$ cat config.mk
export PLATFORM = sky130hd
export DESIGN_NAME = vram_write_drain
export DESIGN_NICKNAME = d
export VERILOG_FILES = /design/src/rtl/vram_write_drain.sv
export SDC_FILE = /design/constraint.sdc
export NUM_CORES = 1
export LEC_CHECK = 0
export CAP_MARGIN = 25
export CORE_UTILIZATION = 39
export CTS_CLUSTER_DIAMETER = 80
export DETAILED_ROUTE_END_ITERATION = 10
export GPL_TIMING_DRIVEN = 0
export PLACE_DENSITY_LB_ADDON = 0.25
export SLEW_MARGIN = 20
export SYNTH_ARGS = -nofsm -noshare
export SYNTH_HDL_FRONTEND = slang
export SYNTH_SLANG_ARGS = --single-unit
$ cat constraint.sdc
create_clock -name rclk -period 1.7 [get_ports rclk]
set_clock_uncertainty 0.15 [all_clocks]
set_input_delay 0.17 -clock rclk [delete_from_list [all_inputs] [get_ports rclk]]
set_output_delay 0.17 -clock rclk [all_outputs]
set_load 0.005 [all_outputs]
$ cat src/rtl/vram_write_drain.sv
// vram_write_drain: drains paired address/data entries from the write-buffer
// FIFOs and performs one timed SRAM write cycle per entry on the VRAM bus.
// The FIFO RAM outputs have one cycle of read latency, so each entry is
// primed for a cycle before it is latched and popped.
// Optional statistics (drain_count, desync_seen) are built when the macro
// VRAM_DRAIN_STATS_EN is defined; the default build omits them entirely.
module vram_write_drain #(
    parameter int AWIDTH    = 20,
    parameter int DWIDTH    = 16,
    parameter int SETUP_CYC = 1,
    parameter int WE_CYC    = 2,
    parameter int HOLD_CYC  = 1
) (
    input  logic              rclk,
    input  logic              rrst,
    input  logic              addr_empty,
    input  logic [AWIDTH-1:0] addr_rdata,
    output logic              addr_rinc,
    input  logic              data_empty,
    input  logic [DWIDTH-1:0] data_rdata,
    output logic              data_rinc,
    output logic              vram_req,
    input  logic              vram_gnt,
    output logic [AWIDTH-1:0] vram_addr,
    output logic [DWIDTH-1:0] vram_dout,
    output logic              vram_oe,
    output logic              vram_ce_n,
    output logic              vram_we_n,
    output logic              busy
`ifdef VRAM_DRAIN_STATS_EN
    ,
    output logic [15:0]       drain_count,
    output logic              desync_seen
`endif
);

    localparam logic [2:0] S_IDLE   = 3'd0;
    localparam logic [2:0] S_PRIME  = 3'd1;
    localparam logic [2:0] S_LATCH  = 3'd2;
    localparam logic [2:0] S_REQ    = 3'd3;
    localparam logic [2:0] S_SETUP  = 3'd4;
    localparam logic [2:0] S_STROBE = 3'd5;
    localparam logic [2:0] S_HOLD   = 3'd6;

    // One down-counter serves all three bus phases; it is reloaded with
    // (phase length - 1) on entry and the phase ends when it reaches zero.
    localparam int MAX_CYC = (SETUP_CYC > WE_CYC)
                           ? ((SETUP_CYC > HOLD_CYC) ? SETUP_CYC : HOLD_CYC)
                           : ((WE_CYC > HOLD_CYC) ? WE_CYC : HOLD_CYC);
    localparam int CNT_W   = (MAX_CYC > 1) ? $clog2(MAX_CYC) : 1;

    localparam logic [CNT_W-1:0] SETUP_LD = CNT_W'(SETUP_CYC - 1);
    localparam logic [CNT_W-1:0] WE_LD    = CNT_W'(WE_CYC - 1);
    localparam logic [CNT_W-1:0] HOLD_LD  = CNT_W'(HOLD_CYC - 1);

    logic [2:0]        r_state;
    logic [CNT_W-1:0]  r_cnt;
    logic [AWIDTH-1:0] r_addr;
    logic [DWIDTH-1:0] r_dout;

    logic w_both;
    logic w_phase;
    logic w_cnt_done;

    // An entry is only started when both halves are present, so a lone
    // address or data word simply waits in IDLE without being popped.
    assign w_both     = !addr_empty && !data_empty;
    assign w_phase    = (r_state == S_SETUP) || (r_state == S_STROBE) || (r_state == S_HOLD);
    assign w_cnt_done = (r_cnt == '0);

    // Main sequencer: entry fetch, bus arbitration and SRAM write timing.
    always_ff @(posedge rclk) begin
        if (rrst) begin
            r_state <= S_IDLE;
            r_cnt   <= '0;
            r_addr  <= '0;
            r_dout  <= '0;
        end else begin
            case (r_state)
                S_IDLE: begin
                    if (w_both) r_state <= S_PRIME;
                end
                S_PRIME: begin
                    r_state <= S_LATCH;
                end
                S_LATCH: begin
                    r_addr  <= addr_rdata;
                    r_dout  <= data_rdata;
                    r_state <= S_REQ;
                end
                S_REQ: begin
                    if (vram_gnt) begin
                        r_state <= S_SETUP;
                        r_cnt   <= SETUP_LD;
                    end
                end
                S_SETUP: begin
                    if (w_cnt_done) begin
                        r_state <= S_STROBE;
                        r_cnt   <= WE_LD;
                    end else begin
                        r_cnt <= r_cnt - 1'b1;
                    end
                end
                S_STROBE: begin
                    if (w_cnt_done) begin
                        r_state <= S_HOLD;
                        r_cnt   <= HOLD_LD;
                    end else begin
                        r_cnt <= r_cnt - 1'b1;
                    end
                end
                S_HOLD: begin
                    if (w_cnt_done) r_state <= w_both ? S_PRIME : S_IDLE;
                    else            r_cnt   <= r_cnt - 1'b1;
                end
                default: r_state <= S_IDLE;
            endcase
        end
    end

    // Pops are decoded from LATCH so both FIFOs always advance together.
    assign addr_rinc = (r_state == S_LATCH);
    assign data_rinc = (r_state == S_LATCH);
    assign vram_req  = (r_state == S_REQ) || w_phase;
    assign vram_oe   = w_phase;
    assign vram_ce_n = !w_phase;
    assign vram_we_n = (r_state != S_STROBE);
    assign vram_addr = r_addr;
    assign vram_dout = r_dout;
    assign busy      = (r_state != S_IDLE);

`ifdef VRAM_DRAIN_STATS_EN
    logic [15:0] r_drain_cnt;
    logic [3:0]  r_desync_cnt;
    logic        r_desync;
    logic        w_one;

    assign w_one = addr_empty ^ data_empty;

    // Completed-write counter and sticky flag for long half-entry waits.
    always_ff @(posedge rclk) begin
        if (rrst) begin
            r_drain_cnt  <= '0;
            r_desync_cnt <= '0;
            r_desync     <= 1'b0;
        end else begin
            if ((r_state == S_HOLD) && w_cnt_done && (r_drain_cnt != 16'hFFFF))
                r_drain_cnt <= r_drain_cnt + 16'd1;
            if ((r_state == S_IDLE) && w_one) begin
                if (r_desync_cnt == 4'd15) r_desync     <= 1'b1;
                else                       r_desync_cnt <= r_desync_cnt + 4'd1;
            end else begin
                r_desync_cnt <= '0;
            end
        end
    end

    assign drain_count = r_drain_cnt;
    assign desync_seen = r_desync;
`endif

endmodule

==> results.txt, run 1 <==
- Dividing total power by cell area gives a power density of between 800 and 900 mW/mm².
- Final estimated routing congestion in global placement: between 0.7 and 0.8
- Global-route wire length before repair: 6870 µm
- The routed design uses about 2100 µm of met2 wire.
- Detail Route met3 WL: between 300 and 400 µm
- The longest clock path from root to sink contains 2 buffers.
* Placement row count: 22
- By area, the combinational part of the netlist is dominated by simple AND/OR/NAND/NOR gates.
- Total Wirelength: between 4000 and 5000 µm
- The detailed router placed 1569 vias in this run.
- Actual slew at the worst max-slew pin: 0.719 ns
- For this run, the top clock speed supported by timing is 609 MHz.
* Setup violation total in the final timing report: 0
* Later-pin clock latency in the skew report: roughly 0.29 ns
- Length in cells of the worst reg-to-reg path: 6
- TritonCTS built the clock tree.
- Top routing layer in use: met4
- Peak supply drop: ~0.53 mV
- For this design the top-level I/O count stands at 84.
- Mapped Avg Cell Area: 8.39 µm²
* Vias in the first global route: about 1500
- The number of antenna violations at the first check in global routing was 0.
* Worst Setup Slack, final: a little under 0.06 ns
* Remaining antenna violation count: 0
* Number of buffer and inverter stages on the critical path: 2
- When the netlist entered floorplanning its net count stood at around 230.
- Length of the first detailed-routing pass in iterations: 4
* Port buffer count: between 80 and 90
* CP peak stage delay: between 0.3 and 0.4 ns
- Final Max Tran Viols: 0
* Cells after Synth: approximately 190
* Critical R2R Launch: r_state[0]
* Area share of and/or/nand/nor cells after synthesis: between 20% and 30%
- After Yosys synthesis, XOR and XNOR cells account for about 1.1% of the synthesized area.
* Half-perimeter wire length after detailed placement: between 3000 and 4000 µm
- Adder and majority cell fraction of the synthesized area: 0%
* Die Width: ~66 µm
* Cell with the largest stage delay on the worst path: sky130_fd_sc_hd__or3_1
- STA puts the critical path data required time at around 1.4 ns.
- DRC Markers: 0
- Final standard cell utilization of the core: around 72%
- Top post-synthesis cells by area: sky130_fd_sc_hd__dfxtp_1 (50%), sky130_fd_sc_hd__nand2_1 (15%), sky130_fd_sc_hd__a21oi_1 (8.8%)
* Register-to-register setup slack: around 0.11 ns
- In the final routed layout, each cell accounts on average for 12.8 µm.
- At the end of the flow, the number of nets in the layout was ~330.
- Part of the Yosys area used for sequential elements: between 50% and 60%
- Entering global routing, the biggest net connects 13 pins.
- Layout overhead on the synthesized area: 69.8%
* Count of max-cap constraint violations: 0
* Most instantiated library cell after synthesis: sky130_fd_sc_hd__nand2_1
* Run status: finished clean
- Number of enable-type register cells in the synthesized netlist: 0
* Global route total overflow: 0
- Yosys printed 0 warnings.
- In this run the cell area of the synthesized design comes to approximately 0.0016 mm².
- The worst hold path begins at data_rdata[6].
- Clock transition at the register clock pins on the worst setup and hold paths after CTS: 0.07 ns
* Overall routing resource usage: roughly 21%
- The die is 66.1 µm tall.
* Hold Path Stages: 3
- Critical Path, Cell by Cell: buf_6 > or3_1 > clkdlybuf4s15_1
- The worst hold path belongs to the class in -> reg.
* Proportion of layout cells with a drive suffix above 1: 19.2%
- The floorplan step defined a core boundary enclosing 0.00380 mm².
- Top Family by Delay on Critical Path: simple AND/OR/NAND/NOR gates
- Startpoint Class: flip-flop
* Most instantiated cells after synthesis: sky130_fd_sc_hd__nand2_1 (63), sky130_fd_sc_hd__dfxtp_1 (40), sky130_fd_sc_hd__a21oi_1 (28)
* Crit. End Element: output port
- WS Path Type: reg -> out
- Headroom to the max-slew limit came out at a little over half.
* Number of distinct library cells after synthesis: 31
- Dividing the detail-routed via count by the number of cells gives approximately 4.7.
- Reported leakage power: about 1 nW
- Post-Route M1 WL: roughly 1800 µm
- Counting I/O delays and the setup requirement, the final critical path takes 1.64 ns.
* Capture instance of the worst register-to-register path: vram_addr[0]
- Worst hold slack after final layout: ~0.27 ns
- Post-synthesis compound-gate area fraction: between 10% and 20%
- Violation count after the first detailed-routing iteration: 99
- Final worst-path cycle share: between 90% and 100%
* Cell chosen for the clock root: sky130_fd_sc_hd__clkbuf_8
- Prior to clock tree synthesis, the placed netlist has a worst setup slack of -0.296 ns.
- Largest driver fanout on the critical path: 10
- Of all flip-flops after synthesis, the portion carrying an async set or reset was 0%.
- The most used flip-flop cell after synthesis is sky130_fd_sc_hd__dfxtp_1.
* Cell type with the largest total area after synthesis: sky130_fd_sc_hd__dfxtp_1
- Power, Total: between 2 and 2.5 mW
- Multiplexer cells account for 0.703% of the synthesized area.
- Setup repair after global routing left no endpoint under its margin.
- Number of flip-flops and latches in the synthesized netlist: 40
* Starting utilization of the core area: around 42%
- The H-tree generated during clock tree synthesis spans 2 levels.
- Min-Delay Endpoint: vram_dout[6]
* Arrival @ worst endpoint: 1.32 ns
* Setup TNS: 0 ns
- The number of failing hold endpoints at the final stage came to 0.
- The number of clock buffers added by TritonCTS is 5.
- The floorplan step defined a die boundary enclosing 0.00437 mm².
- Antenna diodes: 0
- Area fraction of the dominant cell type after synthesis: 50.0%
- CTS saw 40 sinks.
-- power breakdown --
| part | internal, mW | total [mW] | switching [mW] |
|---|---|---|---|
| combinational | 0.283 | 0.474 | 0.191 |
| sequential | 0.992 | 1.02 | 0.0303 |
| clock | 0.518 | 0.836 | 0.318 |
| total | 1.79 | 2.33 | 0.539 |
-- registers in the layout, summed over array words and instances, names as in the netlist --
register,flops
r_state,3
vram_addr,20
vram_dout,16
r_cnt,1
-- per-layer routing --
layer  GRT usage [%]  vias up
li1                -      811
met1            23.8      699
met2            35.8       53
met3            6.72        6
met4            7.18        0
met5               0        -
-- placed cells by master, fill, tap and decap left out, types with 2 or more instances in the layout --
cell type / n
sky130_fd_sc_hd__clkdlybuf4s50_1: 76
sky130_fd_sc_hd__nand2_1: 63
sky130_fd_sc_hd__dfxtp_1: 37
sky130_fd_sc_hd__a21oi_1: 28
sky130_fd_sc_hd__nand2_2: 10
sky130_fd_sc_hd__a21oi_2: 10
sky130_fd_sc_hd__clkbuf_8: 8
sky130_fd_sc_hd__buf_4: 8
sky130_fd_sc_hd__buf_6: 6
sky130_fd_sc_hd__clkbuf_1: 4
sky130_fd_sc_hd__nor2_1: 3
sky130_fd_sc_hd__xnor2_1: 2
sky130_fd_sc_hd__and3_1: 2
sky130_fd_sc_hd__nand2b_1: 2
sky130_fd_sc_hd__clkdlybuf4s15_1: 2
sky130_fd_sc_hd__dlymetal6s2s_1: 2
sky130_fd_sc_hd__dfxtp_2: 2
-- repair_timing --
| item | CTS | global route |
|---|---|---|
| cloned | 1 | 0 |
| hold buffers | 0 | 0 |
| setup endpoints to repair | 7 | 34 |
| gates resized for setup | 27 | 16 |
| hold endpoints to repair | 0 | 0 |
| setup buffers | 5 | 1 |
| pin swaps | 1 | 1 |
-- worst max path at each step --
| stage | start | end | slack, ns | cells past startpoint |
|---|---|---|---|---|
| 3_5_place_dp | r_state[0] | data_rinc | -0.30 | 6 |
| 4_1_cts | r_state[0] | vram_oe | -0.12 | 3 |
| 5_1_grt | r_state[0] | vram_req | 0.02 | 5 |
| 2_1_floorplan | r_state[1] | data_rinc | 0.26 | 5 |
| 3_3_place_gp | r_state[1] | data_rinc | -0.30 | 6 |
| 6_report | r_state[2] | busy | 0.06 | 3 |
-- cells by family (layout without fill, tap and decap cells) --
group,count (synthesis),count (layout)
compound gates,44,44
xor+xnor,2,2
buf+inv,17,113
flops,40,40
mux,1,1
simple gates,87,87
-- worst min-delay path: stages --
cell                              delay [ns]
sky130_fd_sc_hd__clkdlybuf4s50_1        0.39
sky130_fd_sc_hd__nand2_1                0.05
sky130_fd_sc_hd__a21oi_1                0.05
-- stage by stage --
step	area, µm²	instances
2_1_floorplan	1600	191
3_3_place_gp	2490	322
3_5_place_dp	2490	322
4_1_cts	2690	335
5_1_grt	2720	335
6_report	2720	335
-- area by class of cell --
cell class | instances | area, µm²
Inverter | 2 | 20.0
Sequential cell | 40 | 807
Multi-Input combinational cell | 134 | 706
Clock inverter | 1 | 30.0
Timing Repair inverter | 1 | 8.76
Fill cell | 343 | 1080
Buffer | 13 | 115
Clock buffer | 7 | 96.3
Tap cell | 48 | 60.1
Timing Repair Buffer | 89 | 876
Note: power is estimated with default switching activity, not from simulation.
==> run 2, diff against run 1 <==
CTS_CLUSTER_SIZE = 20   (was not set)
==> results of run 2 <==
Same layout as run 1: the final DEF is identical, and so are final timing and power.
==> run 3, diff against run 2 <==
CAP_MARGIN = not set   (was 25)
CTS_CLUSTER_SIZE = not set   (was 20)
SETUP_SLACK_MARGIN = 0.15   (was not set)
==> run 3 against run 2 <==
  * Sequential share of layout area is 3.9 points lower
  * Critical path type unchanged
  * Flip-flop and latch count stayed put
  * Clock power is 0.5% higher
  * Setup slack worse by 0.15 ns
  * Largest cell class unchanged
  * Critical endpoint is now data_rinc
  * Utilization is 11 points higher
  * Final cell count is 5.4% higher
  * Maximum frequency is 8.4% lower
  * The flow now finishes with violations (negative setup slack)
  * Combinational power is 40% higher
  * Count of clock-buffer cells in the layout stayed put
  * Power is 8.7% higher
  * Non-clock buffer count is 19 higher
==> results.txt, run 3 (synthesized netlist as in run 1, its figures left out) <==
- Run status: finished, violations left (was finished clean)
* Violations in the final reports: negative setup slack
- CTS tree: yes (unchanged)
* Post-route insts no fill: 353 (was 335)
* Number of clock sinks: 40 (unchanged)
- Global-route wire length before repair: 7160 µm (was 6870 µm)
- DRC Markers: 0 (unchanged)
- The class of the tightest hold or removal check was in -> reg (unchanged).
- The net load switching power came to 619 µW (was 539 µW).
* Die boundary height: 66.1 µm (unchanged)
- Later-pin clock latency in the skew report: 0.29 ns (about the same)
- Critical Path, Cell by Cell: or3b_4 > buf_6 > clkinv_8 > buf_8 > buf_6 > buf_6 (was buf_6 > or3_1 > clkdlybuf4s15_1)
- The core area was 0.00380 mm² (unchanged).
- Count of max-cap constraint violations: 0 (unchanged)
- The category of the critical setup timing path is reg -> out (unchanged).
- Remaining antenna violation count: 0 (unchanged)
* Portion of total power attributed to the clock network: 33.1% (was 35.8%)
- Dpl cells: 322 (unchanged)
- Most used cells in the layout excluding fill and tap cells: sky130_fd_sc_hd__clkdlybuf4s50_1 (76), sky130_fd_sc_hd__nand2_1 (38), sky130_fd_sc_hd__dfxtp_1 (35) (was sky130_fd_sc_hd__clkdlybuf4s50_1 (76), sky130_fd_sc_hd__nand2_1 (63), sky130_fd_sc_hd__dfxtp_1 (37)).
- The worst slew slack as a fraction of its limit is 52.8% (was 52.1%).
* Port buffer count: 83 (unchanged)
* Layout overhead on the synthesized area: 95.9% (was 69.8%)
* Part of the total power dissipated in sequential elements: 40.8% (was 43.8%)
* Worst hold slack after final layout: 0.269 ns (about the same)
- The overall die area is 0.00437 mm² (unchanged).
- The cell with the largest stage delay on the worst path was sky130_fd_sc_hd__or3b_4 (was sky130_fd_sc_hd__or3_1).
* Largest driver fanout on the critical path: 5 (was 10)
- The transition time of the tightest slew-check pin was 0.709 ns (was 0.719 ns).
- Vias in the first global route: 1611 (was 1546)
- Final worst-path cycle share: 105% (was 96.6%)
* Setup violation total in the final timing report: 15 (was 0)
* Top routing layer in use: met4 (unchanged)
- Die Width: 66.1 µm (unchanged)
* Worst Setup Slack, final: -0.0916 ns (was 0.0581 ns)
- The total global-route track usage came to 21.8% (was 20.7%).
- The maximum clock insertion buffer count came to 2 (unchanged).
* Total Wirelength: 5190 µm (was 4300 µm)
- The total length of routed met2 wires came to 2610 µm (was 2110 µm).
- The number of failing hold endpoints at the final stage came to 0 (unchanged).
- Setup TNS: -0.284 ns (was 0 ns)
- Reported leakage power: 1.17 nW (was 0.983 nW)
- Max Clock Freq: 558 MHz (was 609 MHz)
* DR vias: 1736 (was 1569)
- The average vias per placed instance was 4.92 (was 4.68).
- The number of antenna violations at the first check in global routing was 0 (unchanged).
- The worst vdd rail ir drop is 0.571 mV (was 0.531 mV).
- The initial standard-cell utilization of the core came to 42.2% (unchanged).
* Fillcell total: 247 (was 343)
* Arrival @ worst endpoint: 1.47 ns (was 1.32 ns)
- Global route total overflow: 0 (unchanged)
- The area of the multi-input gates was 866 µm² (was 706 µm²).
* Depth of the CTS H-tree: 2 (unchanged)
- The final antenna diode count was 0 (unchanged).
- Startpoint Class: flip-flop (unchanged)
- The clock root buffer master was sky130_fd_sc_hd__clkbuf_8 (unchanged).
- The register area is 810 µm² (was 807 µm²).
* Cts bufs inserted: 5 (unchanged)
- Most common library cell in the layout ignoring fill and taps: sky130_fd_sc_hd__clkdlybuf4s50_1 (unchanged)
- Detail Route met3 WL: 336 µm (was 315 µm)
- The post-route met1 wirelength was 2090 µm (was 1820 µm).
- The half-perimeter wire length of the detailed placement result came to 3040 µm (unchanged).
* Power Density: 808 mW/mm² (was 858 mW/mm²)
* Proportion of layout cells with a drive suffix above 1: 37.4% (was 19.2%)
- The critical path's largest stage delay was 0.38 ns (was 0.36 ns).
- In this design, the critical path's most frequently occurring cell is sky130_fd_sc_hd__buf_6.
- Required time of the worst setup path: 1.38 ns (about the same)
* Count of pins on the block boundary: 84 (unchanged)
- Placement row count: 22 (unchanged)
- The final weighted congestion of routability-driven global placement was 0.764 (unchanged).
- The switching share of power came to 24.4% (was 23.1%).
* Crit. End Element: output port (unchanged)
* Length of the first detailed-routing pass in iterations: 4 (unchanged)
- The final number of max-transition violations was 0 (unchanged).
- Number of nets in the finished design: 345 (was 327)
- Unrepaired setup endpoints after global routing: yes (was no)
* Detailed-route wire length per cell: 14.7 µm (was 12.8 µm)
- The internal cell power was 1.92 mW (was 1.79 mW).
- The relative contribution of combinational cells to total power was 26.1% (was 20.3%).
- Design area: 0.00314 mm² (was 0.00272 mm²)
- Total placed instance area: 0.00249 mm² (unchanged)
- Violation count after the first detailed-routing iteration: 82 (was 99)
- Maximum number of pins on one net before global-route repair: 13 (unchanged)
- Number of flip-flops in the largest register: 20 (unchanged)
- The clock transition at the register clock pins on the worst setup and hold paths after CTS came to 0.08 ns (was 0.07 ns).
- Tmin final: 1.79 ns (was 1.64 ns)
run 3: changes by cell type in the layout (fill, tap and decap cells not counted), sizes merged:
| cell | before | now |
|---|---|---|
| clkdlybuf4s15 | 2 | 0 |
| clkbuf | 12 | 15 |
| clkinv | 2 | 1 |
| buf | 16 | 35 |
| dlymetal6s2s | 2 | 1 |
run 3: cell type report:
cell class | instances | share of cell area [%]
repair buffers | 106 | 34.3
multi-input cells | 134 | 27.6
flip-flops and latches | 40 | 25.8
plain buffers | 15 | 5.70
clock buffers | 7 | 3.07
well taps | 48 | 1.91
clock inverters | 1 | 0.957
inverters | 2 | 0.638
run 3: path summary, 6_finish.rpt:
check / from / to / slack, ns / cells past startpoint
setup / recovery: r_state[1] / data_rinc / -0.09 / 6
hold / removal: addr_rdata[19] / vram_addr[19] / 0.27 / 3
setup reg to reg: r_state[1] / vram_dout[12] / -0.03 / 7
hold reg to reg: vram_dout[2] / vram_dout[2] / 0.31 / 2
run 3: per-layer routing:
metal	global-route usage, %	up-vias
li1	-	853
met1	24.8	799
met2	37.4	65
met3	6.72	19
met4	8.78	0
met5	0	-
run 3: power groups by stage:
stage                     logic [mW]  registers, mW  clock network (mW)
final                          0.662           1.03               0.840
after global routing           0.702           1.04               0.889
after CTS                      0.509           1.02               0.847
after detailed placement       0.441           1.04                   0
after global placement         0.436           1.04                   0
after floorplan                0.185           1.04                   0
run 3: critical path: cells and delay by family (launching register included):
| family | cells | cell delay [ns] |
|---|---|---|
| AND/OR/NAND/NOR | 1 | 0.38 |
| flip-flops | 1 | 0.36 |
| buffers and inverters | 5 | 0.46 |
run 3: metrics by stage:
step | setup slack, ns | power, mW | util (%)
after detailed placement | -0.296 | 1.48 | 65.6
after CTS | -0.0635 | 2.38 | 72.9
after global placement | -0.297 | 1.48 | 65.6
final | -0.0916 | 2.54 | 82.6
after floorplan | 0.256 | 1.23 | -
after global routing | -0.114 | 2.63 | 82.6
run 3: timing repair:
action / 4_1_cts / 5_1_grt
endpoints found under the setup margin: 37 / 43
setup buffers: 10 / 9
gates resized for setup: 46 / 69
hold buffers: 0 / 0
cloned: 1 / 3
pin swaps: 3 / 13
